**src/rtl/gru_output_dense.sv**
```systemverilog
// Output projection behind the GRU hidden layer: y = Wy*h + by on one shared
// saturating MAC, with a timestep counter that flags the last step of a sequence.
module gru_output_dense #(
    parameter int unsigned CELLNUM = 4,
    parameter int unsigned OUTNUM  = 2,
    parameter int unsigned DATABIT = 16,
    parameter int unsigned FRAC    = 8,
    parameter int unsigned STEP    = 10,
    parameter int unsigned ACCBIT  = 40,
    localparam int unsigned STEPW  = (STEP > 1) ? $clog2(STEP) : 1
) (
    input  logic                                clk,
    input  logic                                rst,
    input  logic                                h_finish,
    input  logic [CELLNUM*DATABIT-1:0]          h,
    input  logic [OUTNUM*CELLNUM*DATABIT-1:0]   wy,
    input  logic [OUTNUM*DATABIT-1:0]           by,
    input  logic                                seq_clr,
    output logic [OUTNUM*DATABIT-1:0]           y,
    output logic                                y_valid,
    output logic                                seq_done,
    output logic [STEPW-1:0]                    step_cnt,
    output logic                                busy,
    output logic                                overrun
);

    localparam int unsigned CW = (CELLNUM > 1) ? $clog2(CELLNUM) : 1;
    localparam int unsigned OW = (OUTNUM > 1) ? $clog2(OUTNUM) : 1;
    localparam int unsigned PW = 2 * DATABIT;

    localparam logic signed [ACCBIT-1:0] SAT_HI = {{(ACCBIT-DATABIT+1){1'b0}}, {(DATABIT-1){1'b1}}};
    localparam logic signed [ACCBIT-1:0] SAT_LO = {{(ACCBIT-DATABIT+1){1'b1}}, {(DATABIT-1){1'b0}}};

    typedef enum logic [1:0] {
        S_IDLE = 2'd0,
        S_MAC  = 2'd1,
        S_DONE = 2'd2
    } state_t;

    state_t state, state_nxt;

    logic                       hf_d;
    logic                       start_c;
    logic                       load_c, mac_c, done_c, drop_c;
    logic                       last_c, last_o;
    logic [CW-1:0]              c_idx;
    logic [OW-1:0]              o_idx;
    logic [OW-1:0]              o_nxt;
    logic signed [ACCBIT-1:0]   acc;
    logic signed [ACCBIT-1:0]   acc_nxt;
    logic signed [PW-1:0]       prod_c;

    logic signed [DATABIT-1:0]  h_in   [CELLNUM];
    logic signed [DATABIT-1:0]  h_lat  [CELLNUM];
    logic signed [DATABIT-1:0]  wy_arr [OUTNUM][CELLNUM];
    logic signed [DATABIT-1:0]  by_arr [OUTNUM];
    logic signed [DATABIT-1:0]  y_buf  [OUTNUM];

    // Bias aligned to the accumulator's fixed-point position
    function automatic logic signed [ACCBIT-1:0] bias_ext(input logic signed [DATABIT-1:0] b);
        return ACCBIT'(b) <<< FRAC;
    endfunction

    function automatic logic signed [DATABIT-1:0] sat(input logic signed [ACCBIT-1:0] a);
        if (a > SAT_HI)
            return {1'b0, {(DATABIT-1){1'b1}}};
        else if (a < SAT_LO)
            return {1'b1, {(DATABIT-1){1'b0}}};
        else
            return a[DATABIT-1:0];
    endfunction

    always_comb begin
        for (int c = 0; c < CELLNUM; c++)
            h_in[c] = h[c*DATABIT +: DATABIT];
        for (int o = 0; o < OUTNUM; o++) begin
            by_arr[o] = by[o*DATABIT +: DATABIT];
            for (int c = 0; c < CELLNUM; c++)
                wy_arr[o][c] = wy[(o*CELLNUM+c)*DATABIT +: DATABIT];
        end
    end

    assign start_c = h_finish & ~hf_d;
    assign last_c  = (c_idx == CW'(CELLNUM-1));
    assign last_o  = (o_idx == OW'(OUTNUM-1));
    assign o_nxt   = o_idx + OW'(1);
    assign prod_c  = PW'(h_lat[c_idx]) * PW'(wy_arr[o_idx][c_idx]);
    assign acc_nxt = acc + ACCBIT'(prod_c);

    always_ff @(posedge clk) begin
        if (rst) state <= S_IDLE;
        else     state <= state_nxt;
    end

    always_comb begin
        state_nxt = state;
        case (state)
            S_IDLE: if (start_c) state_nxt = S_MAC;
            S_MAC:  if (last_c && last_o) state_nxt = S_DONE;
            S_DONE: state_nxt = S_IDLE;
            default: state_nxt = S_IDLE;
        endcase
    end

    always_comb begin
        load_c = 1'b0;
        mac_c  = 1'b0;
        done_c = 1'b0;
        drop_c = 1'b0;
        case (state)
            S_IDLE: load_c = start_c;
            S_MAC:  begin mac_c = 1'b1;  drop_c = start_c; end
            S_DONE: begin done_c = 1'b1; drop_c = start_c; end
            default: ;
        endcase
    end

    always_ff @(posedge clk) begin
        if (rst) begin
            hf_d     <= 1'b0;
            y        <= '0;
            y_valid  <= 1'b0;
            seq_done <= 1'b0;
            step_cnt <= '0;
            busy     <= 1'b0;
            overrun  <= 1'b0;
            acc      <= '0;
            c_idx    <= '0;
            o_idx    <= '0;
            for (int c = 0; c < CELLNUM; c++) h_lat[c] <= '0;
            for (int o = 0; o < OUTNUM; o++)  y_buf[o] <= '0;
        end else begin
            hf_d    <= h_finish;
            y_valid <= done_c;
            busy    <= (state_nxt != S_IDLE);

            if (load_c) begin
                for (int c = 0; c < CELLNUM; c++) h_lat[c] <= h_in[c];
                c_idx <= '0;
                o_idx <= '0;
                acc   <= bias_ext(by_arr[0]);
            end

            // Close out one output row per CELLNUM products, then preload the next bias
            if (mac_c) begin
                if (last_c) begin
                    y_buf[o_idx] <= sat(acc_nxt >>> FRAC);
                    c_idx        <= '0;
                    o_idx        <= o_nxt;
                    acc          <= last_o ? '0 : bias_ext(by_arr[o_nxt]);
                end else begin
                    c_idx <= c_idx + CW'(1);
                    acc   <= acc_nxt;
                end
            end

            if (done_c) begin
                for (int o = 0; o < OUTNUM; o++) y[o*DATABIT +: DATABIT] <= y_buf[o];
            end

            // A clear in the same cycle as DONE wins over the wrap pulse
            seq_done <= done_c && !seq_clr && (step_cnt == STEPW'(STEP-1));
            if (seq_clr)
                step_cnt <= '0;
            else if (done_c)
                step_cnt <= (step_cnt == STEPW'(STEP-1)) ? '0 : step_cnt + STEPW'(1);

            if (seq_clr)
                overrun <= 1'b0;
            else if (drop_c)
                overrun <= 1'b1;
        end
    end

endmodule

```
**config.mk**
```make
export PLATFORM = sky130hd
export DESIGN_NAME = gru_output_dense
export DESIGN_NICKNAME = d
export VERILOG_FILES = /design/src/rtl/gru_output_dense.sv
export SDC_FILE = /design/constraint.sdc
export NUM_CORES = 1
export LEC_CHECK = 0
export ABC_AREA = 1
export BUFFER_PORTS_ARGS = -buffer_cell sky130_fd_sc_hd__clkbuf_2
export CAP_MARGIN = 30
export CORE_MARGIN = 3
export CORE_UTILIZATION = 62
export CTS_BUF_LIST = sky130_fd_sc_hd__clkbuf_8
export DETAILED_ROUTE_END_ITERATION = 12
export MAX_ROUTING_LAYER = met4
export PLACE_DENSITY_LB_ADDON = 0.15
export SYNTH_ARGS = -nofsm -noshare
export SYNTH_HDL_FRONTEND = slang
export SYNTH_SLANG_ARGS = --single-unit
export TNS_END_PERCENT = 30
```
**constraint.sdc**
```tcl
create_clock -name clk -period 10.5 [get_ports clk]
set_input_delay 1.575 -clock clk [delete_from_list [all_inputs] [get_ports clk]]
set_output_delay 1.575 -clock clk [all_outputs]
set_load 0.005 [all_outputs]
```
After elaboration in Yosys (flattened, before gate mapping)
Memory sizes are Yosys's and may differ from the RTL's. A register that Yosys moved wholly into a read port is not among the register bits. Cells that the tools add are included.

Flip-flop bits (word level): 54. Bits in writable memories: 96. Bits of input ports: 228. Word-level logic and storage cells: 95. Memories: 2.

$add $sub $neg: 4. Multiply operators: 1. $lt $le $gt $ge: 5. Eq/ne operators: 4. Muxes and demuxes: 50. Bitwise logic cells: 9. Reductions and logical operators: 10.

Memory list: h_lat (words 4, width 16, read ports 1, clocked after Yosys merged registers in 1, wr ports 4, line 54) `logic signed [DATABIT-1:0] h_lat [CELLNUM];`; y_buf (words 2, width 16, read ports 2, clocked after Yosys merged registers in 2, wr ports 2, line 57) `logic signed [DATABIT-1:0] y_buf [OUTNUM];`.

Operators with widths (number): $mux W16 (15); $mux W64 (3); $mux W40 (4); $add A40 B32 Y40 (1); $bmux W16 S2 (1); $gt A32 B16 Y1 const B (1); $lt A32 B16 Y1 const B (1); $mul A16 B16 Y32 (1); $mux W1 (18); $reduce_or A16 Y1 (1); $mux W2 (7); $add A4 B1 Y4 const B (1); $eq A2 B2 Y1 const B (2); $eq A4 B4 Y1 const B (1); $ge A2 B2 Y1 const B (2); $mux W4 (1); $not A1 Y2 (2); $or A1 B1 Y1 (4); $pmux W2 S2 (1); $reduce_bool A2 Y1 (2); $reduce_or A2 Y1 (2); $ge A3 B3 Y1 const B (1); $logic_and A1 B1 Y1 (3); $not A2 Y3 (1); 7 further kinds (7).

Longest topological paths before layout
Depth in word-level cells: 16. Gate-level depth with buffers: 40.

Worst setup path before layout
No wires, ideal clock.

Path kind: input -> register. Start point: input port wy[65]. End point: memory y_buf[1][5], data pin. Arrival time: 7717 ps. Required time: 10346 ps. Slack: 2629 ps. Cell stages on the path: 30. Buffers on the path: 1. Path through: o21ai_0 -> o221ai_1 -> nand2_1 -> nor2_1 -> fa_1 -> fa_1 -> inv_1 -> fa_1 -> fa_1 -> inv_1 -> fa_1 -> inv_1 -> fa_1 -> inv_1 -> ha_1 -> nand2_1 -> nor2_1 -> nand3_1 -> nor3_4 -> nand3_2 -> nand3_2 -> nand2_1 -> nand2_1 -> nand2_1 -> nor2_1 -> nand4_1 -> nand2_2 -> buf_12 -> nand2_2 -> a21oi_1.

RTL lines: from (decl) (line 16) `input logic [OUTNUM*CELLNUM*DATABIT-1:0] wy,`; to (decl) (line 57).

==> metrics.yaml <==
hold_buffers: 0
grt_overflow: 0
drtPass1Iterations: 5
synth_nets: 3497
cap_violations: 0
port_buffers: 267
root_buffer: "clkbuf_8"
grtUsageMet3_pct: 7.59
ys_warn_count: 0
met2_usage_pct: 55.9
areaGrowthSynthToFinish_pct: 10.1
multiInputGateArea_um2: 14600
synth.ff_latch_count: 184
hold_class: "flop to flop"
clkLatencyLatePin_ps: 530
cp_top_family: "adder cells"
cts_setup_buffers: 0
cp_slowest_cell: "nand2_1"
fmax_mhz: 108
final_common_cell: "inv_1"
drive_above_1_share_pct: 13.4
core-area_um2: 34900
cp_num_buf_inv: 8
status: "completed"
viasPerCell: 5.48
cts_made_buffers: 17
vias: 19200
clock_sinks: 184
start_kind: "flop"
ff2ff_path_depth: 31
initial_utilization_pct: 63.4
ant_nets: 0
hold_viol_final: 0
cp.depth: 31
drtIter0Drc: 1547
fin_worst_skew_ps: 14.6
slew_headroom_pct: 35.0
drv_slew: 0
grt_use_met1_pct: 46.1
tritoncts: "done"
drc: 0
min_from: "overrun"
end_kind: "flop"
dieArea_um2: 38000
fill_cells: 2889
drt_wl_total_um: 63100
ios: 268
seqCellArea_um2: 4650
grt_use_total_pct: 34.9
synth_seq_area_share_pct: 21.0
rows: 68
grt_max_degree: 69
grt_pass1_vias: 19700
cts_max_level: 4
netlist_top_cells_area: "fa_1, edfxtp_1, inv_1"
worstMarginPinSlew_ps: 972
dpl.hpwl_um: 51700
period_share_pct: 88.5
tns_ps: 0
worstPathArrival_ps: 9530
synth_area_per_cell_um2: 7.85
final_util_pct: 69.8
die_height_um: 195
syn_area_um2: 22100
crit_required_ps: 10740
syn_inst: 2820
hold_depth: 2
cts_resized: 0
critPathMaxStageDelay_ps: 770
crit_fanout: 32
synth.distinct_cells: 47
rsz0062_at_grt: "no"
antenna_found_initial: 1
crit_type: "flop to flop"
layout_min_cycle_time_ps: 9300
final_nets: 3719
finalSetupViolations: 0
grt_pass1_wl_um: 102000
die_w_um: 195
cts.clk_slew.worst_paths_ps: 120
final_cell_mix: "inv_1, nand2_1, nor2_1"
grt_busiest_layer: "met2"
routedWlPerCell_um: 18.0
crit_top_cell: "nand2_1"
globalplace.congestion: 1.00
clockBufferDepth: 2
yosys.area.top_type: "fa_1"
synth_top_cell_area_share_pct: 29.9
flip-flops by register name, indices dropped and copies added, names as in the netlist, named ones only:
register,cells
y_buf,32
acc,40
overrun,1
c_idx,2
state,2
hf_d,1
y,32
step_cnt,4
busy,1
h_lat,64
seq_done,1
y_valid,1
last_o,1
stage by stage:
step | setup slack (ps) | std cells | hold slack (ps) | cell area (µm²)
CTS | 1430 | 3510 | 466 | 24400
global route | 817 | 3511 | 494 | 24400
finish | 1200 | 3511 | 463 | 24400
floorplan | 2630 | 2820 | 445 | 22100
global placement | 1180 | 3476 | 436 | 23900
detailed placement | 989 | 3478 | 449 | 23900
layer usage:
layer | vias up | part of all wire (%)
met5 | - | 0
met4 | 0 | 2.3
met3 | 112 | 9.6
met2 | 846 | 48
met1 | 9313 | 40
li1 | 8972 | -
path summary, 6_finish.rpt:
kind	endpoint	slack, ps
max	y_buf[0][8]	1200
min	overrun	460
max reg2reg	y_buf[0][8]	1200
min reg2reg	overrun	460
cell usage after synthesis (all sizes together):
| library cell | instances |
|---|---|
| a21o | 3 |
| a21oi | 114 |
| a221o | 10 |
| a221oi | 2 |
| a31oi | 5 |
| a32oi | 15 |
| and2 | 1 |
| buf | 7 |
| clkbuf | 86 |
| clkinv | 13 |
| dfxtp | 88 |
| edfxtp | 96 |
| fa | 330 |
| ha | 119 |
| inv | 654 |
| nand2 | 538 |
| nand3 | 66 |
| nand3b | 1 |
| nand4 | 13 |
| nor2 | 429 |
| nor3 | 7 |
| nor3b | 1 |
| o211ai | 1 |
| o21a | 1 |
| o21ai | 156 |
| o21bai | 7 |
| o221ai | 28 |
| o22ai | 2 |
| o31ai | 2 |
| o32ai | 1 |
| or2 | 7 |
| xnor2 | 5 |
| xor2 | 12 |
area by class of cell:
type / instances / share of cell area [%]
multi-input cells: 1876 / 60.0
diodes: 1 / 0.0103
clock inverters: 15 / 0.863
clock buffers: 17 / 0.960
inverters: 667 / 10.3
flip-flops and latches: 184 / 19.1
well taps: 455 / 2.34
repair buffers: 296 / 6.48
worst min-delay path: cells and delay by family, from the launching register on:
family	cells	cell delay, ps
DFF	1	330
buffers and inverters	1	50
AOI/OAI and AO/OA	1	50
kinds of logic after synthesis:
kind of cell | share of synthesized area, %
buf+inv | 13.0
simple gates | 19.6
fa+ha+maj | 36.6
flops | 21.0
xor+xnor | 0.673
compound gates | 9.20
Power is not shown: default switching activity piles up to over one toggle a cycle in this logic, so the estimate is an artifact.
